File: config.mk
export PLATFORM = sky130hd
export DESIGN_NAME = led_matrix_scan_flat
export DESIGN_NICKNAME = d
export VERILOG_FILES = /design/src/rtl/flappy_pkg.sv /design/src/rtl/led_matrix_scan_if.sv /design/src/rtl/matrix_row_slice.sv /design/src/rtl/led_matrix_scan.sv /design/src/flat_wrapper.sv
export SDC_FILE = /design/constraint.sdc
export NUM_CORES = 1
export LEC_CHECK = 0
export CAP_MARGIN = 10
export CORE_MARGIN = 2
export CORE_UTILIZATION = 42
export CTS_BUF_LIST = sky130_fd_sc_hd__clkbuf_4 sky130_fd_sc_hd__clkbuf_8 sky130_fd_sc_hd__clkbuf_16
export DETAILED_ROUTE_END_ITERATION = 8
export PLACE_DENSITY = 0.7
export SETUP_SLACK_MARGIN = 0.02
export SLEW_MARGIN = 20
export SYNTH_ARGS = -nofsm -noshare
export SYNTH_HDL_FRONTEND = slang
export SYNTH_HIERARCHICAL = 1
export SYNTH_SLANG_ARGS = --single-unit
File: constraint.sdc
create_clock -name clk -period 2.51 [get_ports clk]
set_clock_uncertainty 0.2 [all_clocks]
set_input_delay 0.502 -clock clk [delete_from_list [all_inputs] [get_ports clk]]
set_output_delay 0.502 -clock clk [all_outputs]
set_load 0.005 [all_outputs]
File: src/rtl/flappy_pkg.sv
// Shared types for the flappy display path: the 8x8 pipe frame layout and
// the row-scan phase encoding.
package flappy_pkg;

   localparam int MATRIX_DIM = 8;

   // frame[c][r]: column c (0 = leftmost), row r (0 = top)
   typedef logic [MATRIX_DIM-1:0][MATRIX_DIM-1:0] matrix_t;

   typedef enum logic {
      PH_BLANK = 1'b0,
      PH_DRIVE = 1'b1
   } scan_phase_e;

endpackage

File: src/rtl/led_matrix_scan_if.sv
// Frame/bird inputs and LED matrix drive lines of the row scanner.
interface led_matrix_scan_if;
   import flappy_pkg::*;

   logic       enable;
   matrix_t    pipes;
   logic [2:0] bird_row;
   logic       bird_en;
   logic [7:0] row_sel;
   logic [7:0] red_col;
   logic [7:0] grn_col;
   logic       frame_done;

   modport master (
      output enable, pipes, bird_row, bird_en,
      input  row_sel, red_col, grn_col, frame_done
   );

   modport slave (
      input  enable, pipes, bird_row, bird_en,
      output row_sel, red_col, grn_col, frame_done
   );

endinterface

File: src/rtl/matrix_row_slice.sv
// Transpose slice: picks one row out of a column-ordered frame as a column
// vector (bit c = column c).
module matrix_row_slice
   import flappy_pkg::*;
(
   input  matrix_t                 frame,
   input  logic [2:0]              row,
   output logic [MATRIX_DIM-1:0]   col
);

   for (genvar c = 0; c < MATRIX_DIM; c++) begin : g_col
      assign col[c] = frame[c][row];
   end

endmodule

File: src/rtl/led_matrix_scan.sv
// Time-multiplexed row scanner for the dual-colour 8x8 matrix: pipes on red,
// bird on green, frame snapshotted at the start of each scan so it never tears.
module led_matrix_scan
   import flappy_pkg::*;
#(
   parameter int DWELL    = 1024,
   parameter int BLANK    = 16,
   parameter int BIRD_COL = 1
) (
   input  logic             clk,
   input  logic             reset,
   led_matrix_scan_if.slave bus
);

   localparam int CNT_MAX = (DWELL > BLANK) ? DWELL : BLANK;
   localparam int CNT_W   = (CNT_MAX > 1) ? $clog2(CNT_MAX) : 1;

   scan_phase_e      phase_q, phase_d;
   logic [2:0]       row_q, row_d;
   logic [CNT_W-1:0] cnt_q, cnt_d;

   matrix_t          frame_q, frame_d;
   logic [2:0]       bird_row_q, bird_row_d;
   logic             bird_en_q, bird_en_d;

   logic             capture;
   logic             last_blank;
   logic             last_drive;
   logic [7:0]       red_slice;

   // Capture point is the very first cycle of a scan, so the buffer is
   // settled long before row 0 is driven.
   assign capture    = bus.enable && (phase_q == PH_BLANK) &&
                       (row_q == 3'd0) && (cnt_q == '0);
   assign last_blank = (cnt_q == CNT_W'(BLANK - 1));
   assign last_drive = (cnt_q == CNT_W'(DWELL - 1));

   always_comb begin
      phase_d = phase_q;
      row_d   = row_q;
      cnt_d   = cnt_q;
      if (!bus.enable) begin
         phase_d = PH_BLANK;
         row_d   = 3'd0;
         cnt_d   = '0;
      end else if (phase_q == PH_BLANK) begin
         if (last_blank) begin
            phase_d = PH_DRIVE;
            cnt_d   = '0;
         end else begin
            cnt_d   = cnt_q + CNT_W'(1);
         end
      end else begin
         if (last_drive) begin
            phase_d = PH_BLANK;
            cnt_d   = '0;
            row_d   = row_q + 3'd1;
         end else begin
            cnt_d   = cnt_q + CNT_W'(1);
         end
      end
   end

   always_comb begin
      frame_d    = frame_q;
      bird_row_d = bird_row_q;
      bird_en_d  = bird_en_q;
      if (capture) begin
         frame_d    = bus.pipes;
         bird_row_d = bus.bird_row;
         bird_en_d  = bus.bird_en;
      end
   end

   always_ff @(posedge clk) begin
      if (reset) begin
         phase_q    <= PH_BLANK;
         row_q      <= 3'd0;
         cnt_q      <= '0;
         frame_q    <= '0;
         bird_row_q <= 3'd0;
         bird_en_q  <= 1'b0;
      end else begin
         phase_q    <= phase_d;
         row_q      <= row_d;
         cnt_q      <= cnt_d;
         frame_q    <= frame_d;
         bird_row_q <= bird_row_d;
         bird_en_q  <= bird_en_d;
      end
   end

   matrix_row_slice u_red_slice (
      .frame (frame_q),
      .row   (row_q),
      .col   (red_slice)
   );

   // Pure decode of registered state and snapshot; nothing from the inputs.
   always_comb begin
      bus.row_sel    = 8'd0;
      bus.red_col    = 8'd0;
      bus.grn_col    = 8'd0;
      bus.frame_done = 1'b0;
      if (phase_q == PH_DRIVE) begin
         bus.row_sel    = 8'd1 << row_q;
         bus.red_col    = red_slice;
         if (bird_en_q && (bird_row_q == row_q))
            bus.grn_col = 8'd1 << BIRD_COL;
         bus.frame_done = last_drive && (row_q == 3'd7);
      end
   end

endmodule

File: src/flat_wrapper.sv
// flat-port wrapper written by rule: the top's interface ports become plain ports
module led_matrix_scan_flat import flappy_pkg::*;
#(
   parameter int DWELL    = 1024,
   parameter int BLANK    = 16,
   parameter int BIRD_COL = 1
)
  (clk, reset, bus_enable, bus_pipes, bus_bird_row, bus_bird_en, bus_row_sel, bus_red_col, bus_grn_col, bus_frame_done);
  led_matrix_scan_if bus_i ();
  input  logic clk;
  input  logic reset;
  input wire logic [$bits(bus_i.enable)-1:0] bus_enable;
  input wire logic [$bits(bus_i.pipes)-1:0] bus_pipes;
  input wire logic [$bits(bus_i.bird_row)-1:0] bus_bird_row;
  input wire logic [$bits(bus_i.bird_en)-1:0] bus_bird_en;
  output wire logic [$bits(bus_i.row_sel)-1:0] bus_row_sel;
  output wire logic [$bits(bus_i.red_col)-1:0] bus_red_col;
  output wire logic [$bits(bus_i.grn_col)-1:0] bus_grn_col;
  output wire logic [$bits(bus_i.frame_done)-1:0] bus_frame_done;
  assign bus_i.enable = bus_enable;
  assign bus_i.pipes = bus_pipes;
  assign bus_i.bird_row = bus_bird_row;
  assign bus_i.bird_en = bus_bird_en;
  assign bus_row_sel = bus_i.row_sel;
  assign bus_red_col = bus_i.red_col;
  assign bus_grn_col = bus_i.grn_col;
  assign bus_frame_done = bus_i.frame_done;
  led_matrix_scan #(.DWELL(DWELL), .BLANK(BLANK), .BIRD_COL(BIRD_COL)) u_core (.clk(clk), .reset(reset), .bus(bus_i));
endmodule
# After elaboration in Yosys (flattened, before gate mapping)
# Index checks and enable logic that the tools add are counted.
dict set report totals {
  ff_bits 82
  inputBits 71
}
dict set report classes {
  n_addsub 2
  order_cmp 1
  n_eq_ne 4
  n_shift 1
  n_mux 27
  n_bitwise 2
  n_reduce_logical 9
}
# op count
set op_table {}
lappend op_table {{$mux W10} 3}
lappend op_table {{$bmux W1 S3} 8}
lappend op_table {{$mux W8} 3}
lappend op_table {{$mux W1} 12}
lappend op_table {{$add A10 B1 Y10 const B} 1}
lappend op_table {{$eq A10 B10 Y1 const B} 1}
lappend op_table {{$eq A10 B4 Y1 const B} 1}
lappend op_table {{$logic_not A10 Y1} 1}
lappend op_table {{$shl A1 B3 Y8 const A} 1}
lappend op_table {{$logic_and A1 B1 Y1} 5}
lappend op_table {{$lt A3 B4 Y1 const B} 1}
lappend op_table {{$add A3 B1 Y3 const B} 1}
lappend op_table {{$eq A3 B3 Y1} 1}
lappend op_table {{$eq A3 B3 Y1 const B} 1}
lappend op_table {{$logic_not A3 Y1} 1}
lappend op_table {{$mux W2} 1}
lappend op_table {{$not A1 Y1} 2}
lappend op_table {{$reduce_and A2 Y1} 1}
lappend op_table {{$reduce_or A2 Y1} 1}

# Longest topological paths before layout
dict set report logic_depth {
  depth_word 4
  ltp_mapped 9
  mapped_depth_nobuf 6
}

# By module
# The synthesis kept the hierarchy.
# module instances cells_each area_each_um2 seq_area_each_um2
set by_module_without_submodules {}
lappend by_module_without_submodules {led_matrix_scan 1 407 3283.1 1641.6}
lappend by_module_without_submodules {matrix_row_slice 1 29 550.5 0.0}

# Worst setup path after synthesis
# No wires, ideal clock.
dict set report synth_timing {
  path_kind {reg-to-output}
  start {register u_core.row_q[0]}
  end {output bus_red_col[0]}
  arrival_ns 1.658
  setup_slack_ns 0.150
  path_stages_with_launch 6
  cell_sequence {dfxtp_1 buf_6 buf_12 mux4_1 mux2_2 and2_1}
}
dict set report synth_between {
  elab_chain_cells 3
}
# item line_no
set synth_lines {}
lappend synth_lines {{start: declaration} led_matrix_scan.sv:19} ;# logic [2:0] row_q, row_d;
lappend synth_lines {{start signal: assignment} led_matrix_scan.sv:85} ;# row_q <= row_d;
lappend synth_lines {{$bmux W1 S3} matrix_row_slice.sv:12} ;# assign col[c] = frame[c][row];
lappend synth_lines {{$mux W1 (not written as such)} matrix_row_slice.sv:12}
lappend synth_lines {{named net u_core.red_slice[0]} led_matrix_scan.sv:29} ;# logic [7:0] red_slice;
lappend synth_lines {{$mux W8} led_matrix_scan.sv:105} ;# if (phase_q == PH_DRIVE) begin
lappend synth_lines {{end: declaration} flat_wrapper.sv:17} ;# output wire logic [$bits(bus_i.red_col)-1:0] bus_red_col;
# The timed path passes the listed nets, and every way through them passes these cells. The select of a mux whose other input is x is not followed.

# Worst setup path after layout
dict set report layout_timing {
  start {register u_core.row_q[0]}
  end {output bus_red_col[3]}
}
# The elaborated chain is that of the path after synthesis.

==> flow_summary.ini <==
[clocking]
path_clk_slew_ns = 0.09
hold_buffers = 0
h-tree-depth = 3
cts_buffers = 9
insertion_delay_ns = 0.34
cts.sinks = 82
max-clock-path-buffers = 2
cts_tree = built
cts-root-buf = clkbuf_8

[global_route]
grt-busiest-layer = met2
grt_util_met2_pct = 32.6
grt_pass1_wl_um = 15100
antenna_found_initial = 0
gr-total-overflow = 0
grt_use_met3_pct = 4.78
grt_max_degree = 69
grt_use_total_pct = 18.7
grt_pass1_vias = 3307
grtUsageMet1_pct = 23.2

[floorplanning]
die_y_um = 99.5
dieWidth_um = 99.5
coreArea_mm2 = 0.00881
io-pin-count = 96
rows = 34
start_util_pct = 43.5
die-area_mm2 = 0.00991

[detailed_routing]
vias = 3280
dr.pass1.iters = 4
routed_via_density = 5.09
final_antenna_net_count = 0
wirelength_um = 9420
drc = 0
wl_per_cell_um = 14.6
dr.first_iter.drc_count = 146

[placed_design]
dpl.hpwl_um = 6270
io_buffers = 88
pre_cts_ws_ns = -0.188
gp_congestion = 0.788

[power_and_ir_drop]
power_leakage_nw = 2.05
power_mw = 2.90
ir_drop_uv = 305
power_density_mw_per_mm2 = 548

[finish]
num_antenna_cells = 0
nNetsFinal = 611
final_util_pct = 60.1
fillers = 769
area_delta_synth_final_pct = 38.0
drive_gt1_share_pct = 20.9

[worst_setup_path]
worstSetupPathType = reg2out
required_ns = 1.81
cpMaxStageDelayCell = mux4_2
path_cells = buf_12 -> buf_16 -> mux4_2 -> mux2_4 -> and2_4 -> buf_6
end_kind = output pin
cpPeakStageDelay_ns = 0.48
crit_path_start_kind = flop
cp_top_family = multiplexers
arrival_ns = 2.00
cp.buffers_inverters = 3
path_max_fanout = 6

[synth]
ys_warn_count = 6
synth_top_area_share_pct = 42.8
synthTopCellsByArea = dfxtp_1, nand2_1, mux4_1
yosysTopAreaCell = dfxtp_1
netlist_area_mm2 = 0.00383
avgSynthCellArea_um2 = 8.79
netlist_instances = 436
ys_seq_area_share_pct = 42.8
synth-seq-cells = 82
yosysUniqueCellTypes = 32

[timing]
slew_violations = 0
fin_ws_ns = -0.195
min_period_ns = 2.71
worst_pin_slew_ns = 0.688
setup_tns_ns = -1.53
setup_viol = 12
post-route-period-util_pct = 108
fmax_mhz = 370
hold_viol_final = 0
rsz0062_at_grt = yes
slew_headroom_pct = 54.1

[status]
violations = setup timing
status = complete, but fails checks

[hold_path]
hp-class = reg2reg

[job]
cap_violations = 0
## routing by layer
layer,wire (µm),part of all wire [%],up-vias
met2,4570,49,94
met3,586,6.2,9
met1,4140,44,1550
met5,0,0,-
met4,121,1.3,0
li1,-,-,1627
## cells in the mapped netlist
cell type,n
nand3_1,6
nand4_1,2
buf_12,1
mux2_2,8
clkbuf_1,15
nor2_1,14
or2_1,1
nor4_4,2
mux4_1,15
o31ai_1,1
xnor2_1,8
xor2_1,4
a31o_2,1
and4_1,1
and2_1,12
dfxtp_1,82
buf_4,8
buf_1,1
ha_1,8
nand2b_1,1
buf_2,9
buf_6,4
inv_1,8
a211oi_1,1
mux4_2,1
nor4b_2,1
nand2_1,138
conb_1,1
and3_1,8
mux2i_1,1
a21oi_1,69
nor3_1,4
## cell type report
type                            instances  area (µm²)  area share (%)
Tap cell                              108         135            2.55
Inverter                                8        42.5           0.804
Clock buffer                           11         145            2.74
Clock inverter                          4        98.8            1.87
Timing Repair Buffer                  117        1180            22.4
Sequential cell                        82        1650            31.1
Multi-Input combinational cell        314        2040            38.6
## kinds of logic (layout without fill, tap and decap cells)
family | after synthesis | after routing | share of synthesized area, %
other | 1 | 7 | 0.0978
buffers and inverters | 46 | 140 | 6.79
AND/OR/NAND/NOR | 190 | 190 | 21.8
flip-flops | 82 | 82 | 42.8
AO/OA/AOI/OAI | 72 | 72 | 9.63
XOR/XNOR | 12 | 12 | 2.74
multiplexers | 25 | 25 | 13.5
adder cells (fa/ha/maj) | 8 | 8 | 2.61
## cells in the final DEF, fill, tap and decap left out, types with 2 or more instances in the layout
master	n
buf_4	15
buf_6	17
a21oi_1	69
mux2_4	7
inv_1	7
ha_4	5
nand4_1	2
xor2_1	4
xnor2_1	7
buf_12	5
bufinv_16	3
clkdlybuf4s50_1	69
conb_1	7
nor2_1	14
ha_1	2
and3_1	6
nor3_1	3
dfxtp_1	81
nor4_4	2
and2_4	9
nand3_1	6
nand2_1	138
clkbuf_8	10
and3_4	2
buf_2	3
and2_1	3
mux4_2	15
clkbuf_2	6
## through the flow
stage,instances,area (µm²),hold WS [ns]
2_1_floorplan,442,3860,0.232
3_3_place_gp,618,4800,0.239
3_5_place_dp,618,4800,0.246
4_1_cts,642,5160,0.257
5_1_grt,644,5290,0.269
6_report,644,5290,0.255
## report_power, final
| group | total [mW] | switching, mW | internal (mW) | leakage [nW] |
|---|---|---|---|---|
| clock | 1.16 | 0.459 | 0.698 | 0.123 |
| sequential | 1.41 | 0.0373 | 1.37 | 0.672 |
| combinational | 0.336 | 0.147 | 0.189 | 1.25 |
| total | 2.90 | 0.643 | 2.26 | 2.05 |
## timing repair
item	in CTS	in global routing
gates cloned	1	0
resized for setup	89	54
pin swaps	1	3
setup buffers	8	3
setup endpoints to repair	18	19
## sequential cells by signal, summed over array words and instances, names as in the netlist
name,count
u_core/frame_q,64
u_core/cnt_q,10
u_core/bird_row_q,3
u_core/row_q,3
u_core/bird_en_q,1
u_core/phase_q,1
## path summary, 6_finish.rpt
check                                         from                  to  slack [ns]  cells after the start
worst max-delay path               u_core/row_q[0]      bus_red_col[3]       -0.20                      6
worst min-delay path            u_core/frame_q[61]  u_core/frame_q[61]        0.26                      2
worst max register to register     u_core/row_q[0]  u_core/frame_q[42]        0.13                     12
worst min register to register  u_core/frame_q[61]  u_core/frame_q[61]        0.26                      2
## worst register-to-register path, delay by kind of cell (launching register included)
kind	cells	cell delay, ns
AO/OA/AOI/OAI	1	0.16
flip-flops	1	0.38
adder cells (fa/ha/maj)	1	0.14
AND/OR/NAND/NOR	3	0.50
buffers and inverters	7	0.93
Note: power is estimated with default switching activity, not from simulation.
